<file path="src/rtl/control_sequencer.sv">
// control_sequencer
//   Moore-style control unit for the single-bus datapath. Steps the fetch
//   phase (T0-T2) and the execute phase (T3-T6) of each instruction. All
//   strobes are combinational functions of the current state and of the
//   instruction register, so they follow state changes without a register
//   stage.
//
// Ports
//   clk      system clock; every state change is on its rising edge
//   clr      asynchronous active-low reset; forces IDLE, all outputs 0
//   ir       datapath IR: [31:27] opcode, [26:23] Ra, [22:19] Rb, [18:15] Rc
//   stop     request to halt at the next instruction boundary
//   PCout .. LOin  single-bit datapath strobes
//   Rin      one-hot register write enable (NREG wide)
//   Rout     one-hot register bus drive (NREG wide)
//   opcode   ALU operation select; nonzero only in T4
//   run      high while sequencing (T0-T6)
//   illegal  high during T3 of an unsupported opcode
module control_sequencer #(
   parameter int NREG = 16,
   parameter int IRW  = 32
) (
   input  logic            clk,
   input  logic            clr,
   input  logic [IRW-1:0]  ir,
   input  logic            stop,
   output logic            PCout,
   output logic            incPC,
   output logic            MARin,
   output logic            Zin,
   output logic            ZLowOut,
   output logic            ZHighOut,
   output logic            PCin,
   output logic            Read,
   output logic            MDRin,
   output logic            MDRout,
   output logic            IRin,
   output logic            Yin,
   output logic            HIin,
   output logic            LOin,
   output logic [NREG-1:0] Rin,
   output logic [NREG-1:0] Rout,
   output logic [4:0]      opcode,
   output logic            run,
   output logic            illegal
);

   typedef enum logic [3:0] {
      IDLE, T0, T1, T2, T3, T4, T5, T6, HALTED
   } state_t;

   localparam logic [4:0] OP_ADD  = 5'b00011;
   localparam logic [4:0] OP_SUB  = 5'b00100;
   localparam logic [4:0] OP_SHR  = 5'b00101;
   localparam logic [4:0] OP_SHL  = 5'b00110;
   localparam logic [4:0] OP_AND  = 5'b01010;
   localparam logic [4:0] OP_OR   = 5'b01011;
   localparam logic [4:0] OP_MUL  = 5'b01111;
   localparam logic [4:0] OP_DIV  = 5'b10000;
   localparam logic [4:0] OP_NOP  = 5'b11010;
   localparam logic [4:0] OP_HALT = 5'b11011;

   state_t state_reg, state_next;

   // Instruction field decode
   logic [4:0] ir_op;
   logic [3:0] ir_ra, ir_rb, ir_rc;
   logic       is_alu, is_muldiv, is_nop, is_halt, is_legal;
   logic       unused_ir_bits;

   assign ir_op  = ir[31:27];
   assign ir_ra  = ir[26:23];
   assign ir_rb  = ir[22:19];
   assign ir_rc  = ir[18:15];
   assign unused_ir_bits = ^ir[14:0];

   assign is_alu    = (ir_op == OP_ADD) || (ir_op == OP_SUB) || (ir_op == OP_SHR) ||
                      (ir_op == OP_SHL) || (ir_op == OP_AND) || (ir_op == OP_OR);
   assign is_muldiv = (ir_op == OP_MUL) || (ir_op == OP_DIV);
   assign is_nop    = (ir_op == OP_NOP);
   assign is_halt   = (ir_op == OP_HALT);
   assign is_legal  = is_alu || is_muldiv || is_nop || is_halt;

   // State register
   always_ff @(posedge clk or negedge clr) begin
      if (!clr) state_reg <= IDLE;
      else      state_reg <= state_next;
   end

   // Next-state logic; the boundary decision (stop) is only taken in the
   // last state of an instruction and in IDLE.
   always_comb begin
      state_next = state_reg;
      case (state_reg)
         IDLE:   state_next = stop ? IDLE : T0;
         T0:     state_next = T1;
         T1:     state_next = T2;
         T2:     state_next = T3;
         T3: begin
            if (is_halt)                     state_next = HALTED;
            else if (is_alu || is_muldiv)    state_next = T4;
            else                             state_next = stop ? IDLE : T0;
         end
         T4:     state_next = T5;
         T5:     state_next = is_muldiv ? T6 : (stop ? IDLE : T0);
         T6:     state_next = stop ? IDLE : T0;
         HALTED: state_next = HALTED;
         default: state_next = IDLE;
      endcase
   end

   // Register-select request: an enable plus a 4-bit index, expanded to
   // one-hot below so at most one bit can ever be set.
   logic       rin_en, rout_en;
   logic [3:0] rin_sel, rout_sel;

   always_comb begin
      PCout    = 1'b0;
      incPC    = 1'b0;
      MARin    = 1'b0;
      Zin      = 1'b0;
      ZLowOut  = 1'b0;
      ZHighOut = 1'b0;
      PCin     = 1'b0;
      Read     = 1'b0;
      MDRin    = 1'b0;
      MDRout   = 1'b0;
      IRin     = 1'b0;
      Yin      = 1'b0;
      HIin     = 1'b0;
      LOin     = 1'b0;
      opcode   = 5'd0;
      run      = 1'b0;
      illegal  = 1'b0;
      rin_en   = 1'b0;
      rin_sel  = 4'd0;
      rout_en  = 1'b0;
      rout_sel = 4'd0;
      case (state_reg)
         T0: begin
            run = 1'b1; PCout = 1'b1; MARin = 1'b1; incPC = 1'b1; Zin = 1'b1;
         end
         T1: begin
            run = 1'b1; ZLowOut = 1'b1; PCin = 1'b1; Read = 1'b1; MDRin = 1'b1;
         end
         T2: begin
            run = 1'b1; MDRout = 1'b1; IRin = 1'b1;
         end
         T3: begin
            run = 1'b1;
            if (is_alu || is_muldiv) begin
               // ALU ops take the first operand from Rb, MUL/DIV from Ra
               rout_en  = 1'b1;
               rout_sel = is_alu ? ir_rb : ir_ra;
               Yin      = 1'b1;
            end
            illegal = !is_legal;
         end
         T4: begin
            run = 1'b1;
            if (is_alu || is_muldiv) begin
               rout_en  = 1'b1;
               rout_sel = is_alu ? ir_rc : ir_rb;
               opcode   = ir_op;
               Zin      = 1'b1;
            end
         end
         T5: begin
            run = 1'b1;
            if (is_alu) begin
               ZLowOut = 1'b1;
               rin_en  = 1'b1;
               rin_sel = ir_ra;
            end else if (is_muldiv) begin
               ZLowOut = 1'b1;
               LOin    = 1'b1;
            end
         end
         T6: begin
            run = 1'b1;
            if (is_muldiv) begin
               ZHighOut = 1'b1;
               HIin     = 1'b1;
            end
         end
         default: ;
      endcase
   end

   // One-hot expansion of the register selects
   for (genvar gi = 0; gi < NREG; gi++) begin : g_reg_dec
      localparam logic [3:0] IDX = 4'(gi);
      assign Rin[gi]  = rin_en  && (rin_sel  == IDX);
      assign Rout[gi] = rout_en && (rout_sel == IDX);
   end

endmodule

</file>
<file path="config.mk">
export PLATFORM = sky130hd
export DESIGN_NAME = control_sequencer
export DESIGN_NICKNAME = d
export VERILOG_FILES = /design/src/rtl/control_sequencer.sv
export SDC_FILE = /design/constraint.sdc
export NUM_CORES = 1
export LEC_CHECK = 0
export ABC_AREA = 1
export CAP_MARGIN = 20
export CORE_ASPECT_RATIO = 1.25
export CORE_MARGIN = 2
export CORE_UTILIZATION = 30
export CTS_CLUSTER_DIAMETER = 50
export DETAILED_ROUTE_END_ITERATION = 7
export PLACE_DENSITY_LB_ADDON = 0.3
export SYNTH_ARGS = -nofsm -noshare
export SYNTH_HDL_FRONTEND = slang
export SYNTH_SLANG_ARGS = --single-unit
</file>
<file path="constraint.sdc">
create_clock -name clk -period 1.75 [get_ports clk]
set_input_delay 0.175 -clock clk [delete_from_list [all_inputs] [get_ports clk]]
set_output_delay 0.175 -clock clk [all_outputs]
set_load 0.02 [all_outputs]
</file>
Word-level counts from Yosys, hierarchy flattened
Index checks and enable logic that the tools add are counted.
{"block": "word_totals", "out_inout_bits": 53, "reg_bits": 4, "elab_cells": 128, "in_bits": 35}
{"block": "op_classes", "n_reduce_logical": 48, "n_mux": 31, "n_eq_ne": 48}
{"op": "4-bit equality test (second input constant)", "count": 17}
{"op": "4-bit by 3-bit equality test with 1-bit output (second input constant)", "count": 12}
{"op": "1-bit logical AND", "count": 32}
{"op": "4-bit two-way mux", "count": 8}
{"op": "4-bit case mux with 8 select lines", "count": 1}
{"op": "4-bit by 2-bit equality test with 1-bit output (second input constant)", "count": 6}
{"op": "1-bit two-way mux", "count": 16}
{"op": "5-bit by 3-bit equality test with 1-bit output (second input constant)", "count": 3}
{"op": "5-bit by 4-bit equality test with 1-bit output (second input constant)", "count": 3}
{"op": "5-bit equality test (second input constant)", "count": 3}
{"op": "4-bit by 1-bit equality test with 1-bit output (second input constant)", "count": 3}
{"op": "4-bit zero test", "count": 3}
{"op": "5-bit two-way mux", "count": 2}
{"op": "1-bit logical OR", "count": 9}
{"op": "4-bit case mux with 2 select lines", "count": 1}
{"op": "7-bit OR reduction", "count": 1}
{"op": "5-bit by 2-bit equality test with 1-bit output (second input constant)", "count": 1}
{"op": "1-bit case mux with 2 select lines", "count": 2}
{"op": "2-bit OR reduction", "count": 2}
{"op": "3-bit two-way mux", "count": 1}
{"op": "1-bit zero test", "count": 1}

Logic depth before layout (Yosys ltp)
Gate-level depths: netlist of run 1.
{"block": "logic_depth", "ltp_word": 11, "ltp_mapped": 11}

Worst setup path before layout of run 1
Ideal clock, no wire load.
{"block": "synth_timing", "path_kind": "reg2out", "startpoint": "register state_reg[3]", "endpoint": "output port ZHighOut", "setup_slack_ns": -0.215, "arrival_ns": 1.790, "stages_incl_launch_ff": 5, "n_path_buf": 2, "cell_sequence": "dfrtp_1 -> or2_1 -> buf_6 -> nor4_1 -> buf_4"}
{"block": "synth_between", "elab_chain_cells": 2}
{"element": "start, declared", "line_no": "63", "rtl": "state_t state_reg, state_next;"}
{"element": "start signal, assigned", "line_no": "87", "rtl": "else state_reg <= state_next;"}
{"element": "4-bit by 3-bit equality test with 1-bit output"}
{"element": "1-bit two-way mux"}
{"element": "end, declared", "line_no": "32", "rtl": "output logic ZHighOut,"}
Every way passes these cells.

Worst setup path after layout of run 1
{"block": "layout_timing", "startpoint": "register state_reg[2]", "endpoint": "output port Rout[6]"}
{"block": "layout_between", "elab_chain_cells": 4}
{"element": "4-bit by 3-bit equality test with 1-bit output", "line_no": "139", "rtl": "case (state_reg)"}
{"element": "4-bit case mux with 2 select lines or 2-bit OR reduction (tied branches)"}
{"element": "4-bit by 3-bit equality test with 1-bit output or 1-bit two-way mux (tied branches)"}
{"element": "1-bit logical AND (*)", "line_no": "194", "rtl": "assign Rout[gi] = rout_en && (rout_sel == IDX);"}
{"element": "end, declared", "line_no": "42", "rtl": "output logic [NREG-1:0] Rout,"}
Mark *: on every way between the ends. The rest lies on a longest branch, timed or not.

==> results of run 1 <==
-- metal layers --
metal / track usage, % / vias to the layer above
li1: - / 738
met1: 21.44 / 717
met2: 42.50 / 52
met3: 2.074 / 9
met4: 8.333 / 0
met5: 0 / -
-- metrics by stage --
stage	hold WS [ps]	TNS, ps	area, sq um
final	119.0	-8254	2191
after floorplan	-120.6	0	905.9
after global placement	387.8	-29860	1829
after CTS	122.1	-6510	1902
after detailed placement	388.8	-31520	1829
after global routing	138.1	-12240	2191
-- worst max-delay path, stage by stage, from the launching register on --
cell	delay (ps)
dfrtp_1	340
inv_1	60
or2_4	270
buf_6	130
nor2_4	210
nand2_2	110
nand2_4	120
nand2_4	80
nor2_2	140
buf_6	130
-- cell type report --
cell class / instances / area [sq um]
sequential: 4 / 101.3
fill: 229 / 699.4
inverter: 22 / 91.34
clock buffer: 3 / 22.52
multi-input combinational: 138 / 989.7
tap: 36 / 45.04
timing repair buffer: 108 / 940.9
-- kinds of logic (layout without fill, tap and decap cells) --
group / count (synthesis) / in the layout / share of synthesized area, %
buffers and inverters: 30 / 133 / 16.78
and+or+nand+nor: 126 / 126 / 63.78
DFF: 4 / 4 / 11.19
AOI/OAI and AO/OA: 12 / 12 / 8.253
-- final timing paths --
kind / start / to / slack (ps) / cells after the start
worst min-delay path: clr / state_reg[2] / 120 / 1
worst max register to register: state_reg[2] / state_reg[0] / 330 / 8
worst max-delay path: state_reg[2] / Rout[6] / -270 / 9
max in group asynchronous: clr / state_reg[0] / 1450 / 1
worst min register to register: state_reg[3] / state_reg[1] / 580 / 2
min in group clk: stop / state_reg[0] / 520 / 2
-- power by group --
group / total (mW) / internal, mW / switching, mW
Sequential: 0.167 / 0.127 / 0.0404
Combinational: 1.16 / 0.523 / 0.637
Clock: 0.127 / 0.0775 / 0.0499
-- what timing repair did --
| item | CTS | global route |
|---|---|---|
| pin swaps | 24 | 19 |
| endpoints found under the setup margin | 53 | 51 |
| hold endpoints to repair | 0 | 0 |
| setup buffers | 5 | 3 |
| resized for setup | 288 | 93 |
-- cell usage in the layout, fill, tap and decap left out, types with 2 or more instances in the layout --
cell type        netlist  final
nor2_1                45     23
nor2_2                 3      9
nor3_2                 1      3
nand4_1                6      6
nand2_4                0     15
a21oi_1                2      2
clkdlybuf4s15_2        0      3
nand3_1                3      2
buf_4                  6     49
clkbuf_4               0      3
buf_6                  2     26
nor2_4                 1     17
dlygate4sd2_1          0      5
dfrtp_1                4      3
clkdlybuf4s50_1        0     14
clkbuf_2               0      2
inv_2                  1      6
nor3_1                 7      3
inv_4                  0      3
buf_2                  0      8
nand3_2                1      2
a21oi_4                0      2
inv_1                 20     12
nand2_1               46     24
o21ai_0                6      6
nand2_2                8     15
nor3_4                 1      3
==> summary.txt, run 1 <==
Status
  – Outcome: finished, violations left
  – Failing checks: negative setup slack

Die
  – Initial core utilization: about 31%
  – CORE AREA: 2890 sq um
  – Die area: 3438 sq um
  – Rows: 22
  – DIE WIDTH: 52.84 um
  – Die Span Y: 65.06 um
  – IO Pins: between 80 and 90

Drt
  – Drt drc: 0
  – Routed Antenna Nets: 0
  – WL met3: between 200 and 250 um
  – Top Layer Used: met4
  – DRT met1 WL: 1378 um
  – DR vias: 1,516
  – First-pass DRT Iterations: 4
  – DR vias/cell: 4.875
  – Routed WL per cell: between 10 and 15 um
  – Metal2 WL: 2540 um
  – Total Wirelength: 4196 um
  – Drt initial violations: 28

Setup path
  – Critical setup path kind: reg -> out
  – Crit end category: primary output
  – Nature of the critical path startpoint: flop
  – CP max FO: 7
  – Critical Path AT: 1840 ps
  – CP Data Required Time: 1570 ps

Finish
  – Ant. Diodes: 0
  – Layout cells sized above 1: between 60% and 70%
  – Area grow syn2layout: 144.9%
  – Layout Cells excl Fill: about 310
  – End-of-flow core utilization: 75.80%
  – Max FFs per register: 4
  – Nets@finish: ~310

Timing
  – Final setup violation count: 41
  – RSZ-0062 raised after global routing: true
  – Clk_skew: 4.228 ps
  – Final WS setup: -269.4 ps
  – Rel. slew slack: 72.76%
  – Final Hold Viols: 0
  – Max Fclk: 495.2 MHz
  – Post-layout minimum cycle time: 2019 ps
  – Slew Viols, Final: 0
  – Fin crit share: 115.4%
  – Worst slew pin tran: 405.5 ps

Clocking
  – Longest Clk Path Bufs: 2
  – CTS clk-pin slew, worst paths: 40 ps
  – Worst-skew pair later-pin latency: 250 ps
  – Clock Sinks: 4
  – Hold-fix buffers at CTS: 0
  – CTS tree: done
  – Root buffer cell: clkbuf_4
  – H-Tree Depth: 1
  – CTS Buf Count: 3

Place
  – Post-DP HPWL: 2711 um
  – Number of port buffers: 72
  – GP Congestion: 0.8193
  – Cells after DPL: 302
  – Dpl ws: -785.8 ps

Global route
  – Initial antenna violation count: 0
  – First-pass GRT wire length: approximately 5700 um
  – Vias in the first global route: 1,409
  – GRT overflow: 0
  – GRT Total Usage: 21.36%
  – Largest net degree at the start of global routing: 11

Yosys
  – Post-synth ARST share: 100.0%
  – Number of flops mapped to enable cells by yosys: 0
  – Distinct cells, synth: 26
  – Post-Synthesis Cells: 172
  – Yosys warns: 0
  – Synthesized Nets: 207
  – Synth Register Bits: 4
  – Most numerous cell in the Yosys netlist: nand2_1
  – Synth area leader: nand2_1
  – Avg Cell Area, Syn: 5.201 sq um
  – Synth cell count leaders: nand2_1 (46), nor2_1 (45), inv_1 (20)
  – Sequential share of the synthesized area: 11.19%
  – Top cells by area, synth: nand2_1 (19%), nor2_1 (19%), dfrtp_1 (11%)
  – Synth top area share: 19.30%
  – Dominant synthesized flop cell: dfrtp_1
  – Cell area after synthesis: 894.6 sq um

Flow run
  – Max_cap viols: 0

Pwr
  – Overall power: 1.454 mW
  – Worst vdd ir: 0.6541 mV
  – Leak Pwr: 1.096 nW
  – P per Cell Area: ~660 nW/um^2

Hold path
  – Hold Crit Class: in -> async
(Power assumes the default switching activity.)
==> run 2, diff against run 1 <==
--- a/config.mk
+++ b/config.mk
@@ -7,9 +7,11 @@
 export LEC_CHECK = 0
 export ABC_AREA = 1
 export CAP_MARGIN = 20
+export CELL_PAD_IN_SITES_DETAIL_PLACEMENT = 0
+export CELL_PAD_IN_SITES_GLOBAL_PLACEMENT = 2
 export CORE_ASPECT_RATIO = 1.25
 export CORE_MARGIN = 2
-export CORE_UTILIZATION = 30
+export CORE_UTILIZATION = 13
 export CTS_CLUSTER_DIAMETER = 50
 export DETAILED_ROUTE_END_ITERATION = 7
 export PLACE_DENSITY_LB_ADDON = 0.3
==> constraint.sdc (replaced) <==
create_clock -name clk -period 2.35 [get_ports clk]
set_input_delay 0.235 -clock clk [delete_from_list [all_inputs] [get_ports clk]]
set_output_delay 0.235 -clock clk [all_outputs]
set_load 0.02 [all_outputs]
==> summary.txt, run 2 (same netlist as run 1, synthesis figures left out) <==
Clocking
  – CTS clk-pin slew, worst paths: 30 ps (about the same)
  – Clock Sinks: 4 (unchanged)
  – Worst-skew pair later-pin latency: 210 ps (-40 ps)
  – Root buffer cell: clkbuf_8
  – Post-CTS Setup Inserts: 0 (-5)
  – H-Tree Depth: 1 (unchanged)
  – Hold-fix buffers at CTS: 0 (unchanged)
  – CTS Buf Count: 3 (unchanged)
  – CTS tree: done
  – Longest Clk Path Bufs: 2 (unchanged)

Finish
  – Max FFs per register: 4 (unchanged)
  – Filler Cells Inserted: 793 (+250%)
  – Multi-input gate area: 708.2 sq um (-28%)
  – Most common cell after layout, fill and taps aside: nor2_1
  – Nets@finish: 304 (-2.6%)
  – Layout cells sized above 1: 32.21% (-31 points)
  – Ant. Diodes: 0 (unchanged)
  – Area grow syn2layout: 105.7%
  – Layout Cells excl Fill: 354 (+14%)
  – Most frequent cells in the layout: nor2_1 (45), nand2_1 (39), buf_4 (29)
  – FF/Latch Area: 100.1 sq um (-1.2%)

Die
  – CORE AREA: 6606 sq um (+130%)
  – Rows: 33 (+50%)
  – IO Pins: 88 (unchanged)
  – Die Span Y: 96.75 um (+49%)
  – Die area: 7565 sq um (+120%)
  – Initial core utilization: 13.54% (-17 points)
  – DIE WIDTH: 78.20 um (+48%)

Global route
  – Largest net degree at the start of global routing: 11 (unchanged)
  – First-pass GRT wire length: 6417 um (+13%)
  – Vias in the first global route: 1,437 (+2.0%)
  – Initial antenna violation count: 0 (unchanged)
  – GRT Total Usage: 10.42% (-11 points)
  – GRT overflow: 0 (unchanged)

Place
  – GP Congestion: 0.7328 (-11%)
  – Number of port buffers: 72 (unchanged)
  – Post-DP HPWL: 3346 um (+23%)
  – Cells after DPL: 350 (+16%)

Setup path
  – Critical Path AT: 1990 ps (+150 ps)
  – Reg-to-Reg Start: state_reg[2]
  – Crit end category: primary output
  – CP max FO: 5 (-2)
  – Nature of the critical path startpoint: primary input
  – CP Data Required Time: 2120 ps (+550 ps)
  – Critical path launch point: ir[31]
  – Critical setup path kind: in -> out

Drt
  – Drt drc: 0 (unchanged)
  – First-pass DRT Iterations: 4 (unchanged)
  – Routed WL per cell: 11.34 um (-16%)
  – Drt initial violations: 34 (+21%)
  – DR vias: 1,358 (-10%)
  – DR vias/cell: 3.836 (-21%)
  – Routed Antenna Nets: 0 (unchanged)
  – Total Wirelength: 4015 um (-4.3%)

Timing
  – Final setup violation count: 0 (-100%)
  – RSZ-0062 raised after global routing: false
  – Clk_skew: 1.233 ps (-2.995 ps)
  – Worst slew pin tran: 312.7 ps (-92.76 ps)
  – Fin crit share: 94.48%
  – Final Hold Viols: 0 (unchanged)
  – Max Fclk: 450.4 MHz
  – Slew Viols, Final: 0 (unchanged)
  – Worst hold margin: 217.0 ps (+98.02 ps)
  – Setup tns final: 0 ps (+8254 ps)
  – Post-layout minimum cycle time: 2220 ps
  – Rel. slew slack: 79.15% (+6.4 points)

Pwr
  – P per Cell Area: 557.1 nW/um^2 (-16%)
  – Leak Pwr: 0.9814 nW (-10%)
  – Worst vdd ir: 0.2880 mV (-56%)

Flow run
  – Max_cap viols: 0 (unchanged)

Status
  – Outcome: finished clean

Hold path
  – Hold Crit Class: in -> async
==> run 2: final cells by class <==
class / instances / share of cell area [%]
timing repair buffer: 99 / 43.44
multi-input combinational: 139 / 38.48
tap: 87 / 5.914
sequential: 4 / 5.438
inverter: 22 / 4.487
clock buffer: 3 / 2.243
==> run 2: worst paths after layout <==
| kind | end | slack [ps] | depth (start not counted) |
|---|---|---|---|
| setup / recovery | Rout[8] | 130 | 12 |
| hold / removal | state_reg[2] | 220 | 1 |
| setup reg to reg | state_reg[2] | 910 | 7 |
| hold reg to reg | state_reg[1] | 570 | 2 |
| max in group asynchronous | state_reg[3] | 1970 | 1 |
| min in group clk | state_reg[1] | 570 | 2 |
==> run 2: per-stage QoR <==
step	utilization [%]	worst slack (ps)	power, mW	cell area [sq um]
3_5_place_dp	28.14	-392.9	0.8792	1859
4_1_cts	28.16	0.6828	1.009	1861
6_report	27.86	129.7	1.025	1841
2_1_floorplan	-	324.7	0.5360	894.6
3_3_place_gp	28.14	-407.1	0.8816	1859
5_1_grt	27.86	0.1830	1.107	1841
==> run 2: critical path, cell delays in order <==
cell and delay, ps:
clkdlybuf4s50_1 530, clkinv_1 160, nand2_2 150, nand2_2 110, nand2_1 80, nand2_1 50, nand2_1 60, nand2_2 90
nor2_2 140, nand2_2 100, nor2_1 100, buf_2 170
==> run 2: power by group <==
part           internal (mW)  total, mW  switching [mW]  leakage (nW)
Clock                  0.109      0.143          0.0342        0.0216
Combinational          0.338      0.750           0.412         0.908
Sequential            0.0925      0.132          0.0397        0.0518
Total                  0.540       1.03           0.486         0.981
==> run 2: per-layer routing <==
layer | vias to the layer above | share of wire [%] | GRT usage (%)
li1 | 722 | - | -
met1 | 593 | 40 | 11.10
met2 | 41 | 55 | 20.89
met3 | 2 | 4.8 | 1.493
met4 | 0 | 0.25 | 2.429
met5 | - | 0 | 0
==> run 2: what timing repair did <==
action,in CTS,in global routing
gates cloned,0,1
pin swaps,0,2
hold endpoints to repair,0,0
setup endpoints to repair,43,46
gates resized for setup,66,59
==> run 3, diff against run 2 <==
--- a/config.mk
+++ b/config.mk
@@ -6,6 +6,7 @@
 export NUM_CORES = 1
 export LEC_CHECK = 0
 export ABC_AREA = 1
+export ABC_CLOCK_PERIOD_IN_PS = 2600
 export CAP_MARGIN = 20
 export CELL_PAD_IN_SITES_DETAIL_PLACEMENT = 0
 export CELL_PAD_IN_SITES_GLOBAL_PLACEMENT = 2
==> constraint.sdc (replaced) <==
create_clock -name clk -period 2.6 [get_ports clk]
set_input_delay 0.26 -clock clk [delete_from_list [all_inputs] [get_ports clk]]
set_output_delay 0.26 -clock clk [all_outputs]
set_load 0.02 [all_outputs]
==> summary.txt, run 3 (same netlist as run 1, synthesis figures left out) <==
Timing
  – Worst hold margin: 253.1 ps (+36.08 ps)
  – Fin crit share: 93.05%
  – Worst slew pin tran: 434.0 ps (+121.3 ps)
  – Post-layout minimum cycle time: 2419 ps
  – Max Fclk: 413.3 MHz
  – Rel. slew slack: 70.84% (-8.3 points)
  – RSZ-0062 raised after global routing: false
  – Final setup violation count: 0 (unchanged)
  – Final Hold Viols: 0 (unchanged)
  – Clk_skew: 0.4020 ps (-0.8311 ps)
  – Slew Viols, Final: 0 (unchanged)
  – Setup tns final: 0 ps (unchanged)

Clocking
  – Root buffer cell: clkbuf_8
  – Post-CTS Setup Inserts: 0 (unchanged)
  – CTS clk-pin slew, worst paths: 30 ps (about the same)
  – Hold-fix buffers at CTS: 0 (unchanged)
  – Longest Clk Path Bufs: 2 (unchanged)
  – Clock Sinks: 4 (unchanged)
  – Worst-skew pair later-pin latency: 220 ps (about the same)
  – CTS Buf Count: 3 (unchanged)
  – CTS tree: done
  – H-Tree Depth: 1 (unchanged)

Drt
  – DR vias/cell: 3.908 (+1.9%)
  – Top Layer Used: met4
  – Metal2 WL: 2068 um (-6.7%)
  – Drt drc: 0 (unchanged)
  – DR vias: 1,352 (-0.44%)
  – WL met3: 199 um (+4.2%)
  – Routed Antenna Nets: 0 (unchanged)
  – Total Wirelength: 3910 um (-2.6%)
  – Routed WL per cell: 11.30 um (-0.36%)
  – Drt initial violations: 41 (+21%)
  – DRT met1 WL: 1612 um (+0.94%)
  – First-pass DRT Iterations: 4 (unchanged)

Pwr
  – Net Sw Frac: 48.14% (+0.80 points)
  – Int Pwr: 0.4423 mW (-18%)
  – Psw: 0.4106 mW (-15%)
  – P per Cell Area: 473.4 nW/um^2 (-15%)
  – Worst vdd ir: 0.2426 mV (-16%)
  – Clock power share: 15.7% (+1.7 points)
  – Overall power: 0.8529 mW (-17%)
  – Gate power share: 70.9% (-2.2 points)
  – Leak Pwr: 0.9922 nW (+1.1%)
  – Sequential power share: 13.4% (+0.5 points)

Finish
  – Most common cell after layout, fill and taps aside: nand2_1
  – Final instance area: 1802 sq um (-2.1%)
  – Layout cells sized above 1: 19.31% (-13 points)
  – End-of-flow core utilization: 27.27% (-0.59 points)
  – Most frequent cells in the layout: nand2_1 (46), nor2_1 (45), clkdlybuf4s50_1 (30)
  – Ant. Diodes: 0 (unchanged)
  – Area grow syn2layout: 101.4%
  – Max FFs per register: 4 (unchanged)
  – Nets@finish: 296 (-2.6%)

Setup path
  – CP Data Required Time: 2340 ps (+220 ps)
  – Most used cell, CP: nand2_1
  – Critical Path AT: 2160 ps (+170 ps)
  – Max stage delay on crit path: 520 ps (about the same)
  – CP bufs+invs: 3 (unchanged)
  – CP max FO: 10 (+5)
  – Crit end category: primary output
  – Critical path, cell by cell: clkdlybuf4s50_1 -> nand2_1 -> nor2_1 -> nand2_1 -> nand2_2 -> inv_1 -> nand2_1 -> o21ai_2 -> nor2_2 -> nand2_2 -> nor2_1 -> clkdlybuf4s15_1
  – Critical path's top delay family: buffers and inverters
  – Slowest cell on the critical path: clkdlybuf4s50_1
  – Nature of the critical path startpoint: primary input
  – Critical setup path kind: in -> out

Die
  – Initial core utilization: 13.54% (unchanged)
  – IO Pins: 88 (unchanged)
  – CORE AREA: 6606 sq um (unchanged)
  – DIE WIDTH: 78.20 um (unchanged)
  – Die area: 7565 sq um (unchanged)
  – Rows: 33 (unchanged)
  – Die Span Y: 96.75 um (unchanged)

Global route
  – GRT overflow: 0 (unchanged)
  – First-pass GRT wire length: 6486 um (+1.1%)
  – GRT Total Usage: 10.32% (-0.10 points)
  – Largest net degree at the start of global routing: 11 (unchanged)
  – Initial antenna violation count: 0 (unchanged)
  – Vias in the first global route: 1,451 (+0.97%)

Place
  – Post-DP HPWL: 3252 um (-2.8%)
  – GP Congestion: 0.7635 (+4.2%)
  – DP Area: 1807 sq um (-2.8%)
  – Number of port buffers: 72 (unchanged)

Status
  – Outcome: finished clean

Hold path
  – Hold Crit Class: in -> async

Flow run
  – Max_cap viols: 0 (unchanged)
## run 3: cell types whose count changed in the layout (fill, tap and decap cells not counted), sizes merged
cell,before,now
buf,35,20
clkbuf,19,9
clkdlybuf4s15,5,4
clkdlybuf4s50,27,30
dlygate4sd2,13,28
dlymetal6s2s,3,4
nand2,55,54
## run 3: metal layers
metal,up-vias,GRT usage (%)
li1,705,-
met1,596,11.20
met2,48,20.82
met3,3,1.493
met4,0,1.619
met5,-,0
## run 3: power by group through the flow
stage	Sequential (mW)	Clock, mW	Combinational (mW)
floorplan	0.110	0	0.374
global placement	0.117	0	0.621
detailed placement	0.116	0	0.620
CTS	0.115	0.136	0.613
global route	0.118	0.137	0.667
finish	0.114	0.134	0.604
## run 3: final timing paths
check | from | endpoint | slack [ps] | depth (start not counted)
max reg2reg | state_reg[2] | state_reg[0] | 1030 | 7
min reg2reg | state_reg[3] | state_reg[1] | 570 | 2
min | clr | state_reg[0] | 250 | 1
max in group asynchronous | clr | state_reg[3] | 2170 | 1
min in group clk | state_reg[3] | state_reg[1] | 570 | 2
max | ir[28] | Rout[12] | 180 | 12
## run 3: worst register-to-register path, delay by kind of cell (launching register included)
kind,cells,cell delay (ps)
flops,1,330
compound gates,1,70
simple gates,3,700
buf+inv,3,380
## run 3: final cells by class
type	count	area (sq um)
clock buffers	3	41.29
fillers	779	4805
inverters	22	82.58
multi-input cells	138	653.1
flip-flops and latches	4	100.1
well taps	87	108.9
repair buffers	92	815.8
## run 3: per-stage QoR
stage | std cells | setup slack (ps)
floorplan | 172 | 549.7
global route | 346 | 0.3149
global placement | 343 | -186.9
finish | 346 | 180.7
detailed placement | 343 | -172.2
CTS | 346 | 15.80
## run 3: repair_timing
action                     in CTS  in global routing
setup endpoints to repair      40                 16
pin swaps                       0                  0
gates resized for setup        39                 21
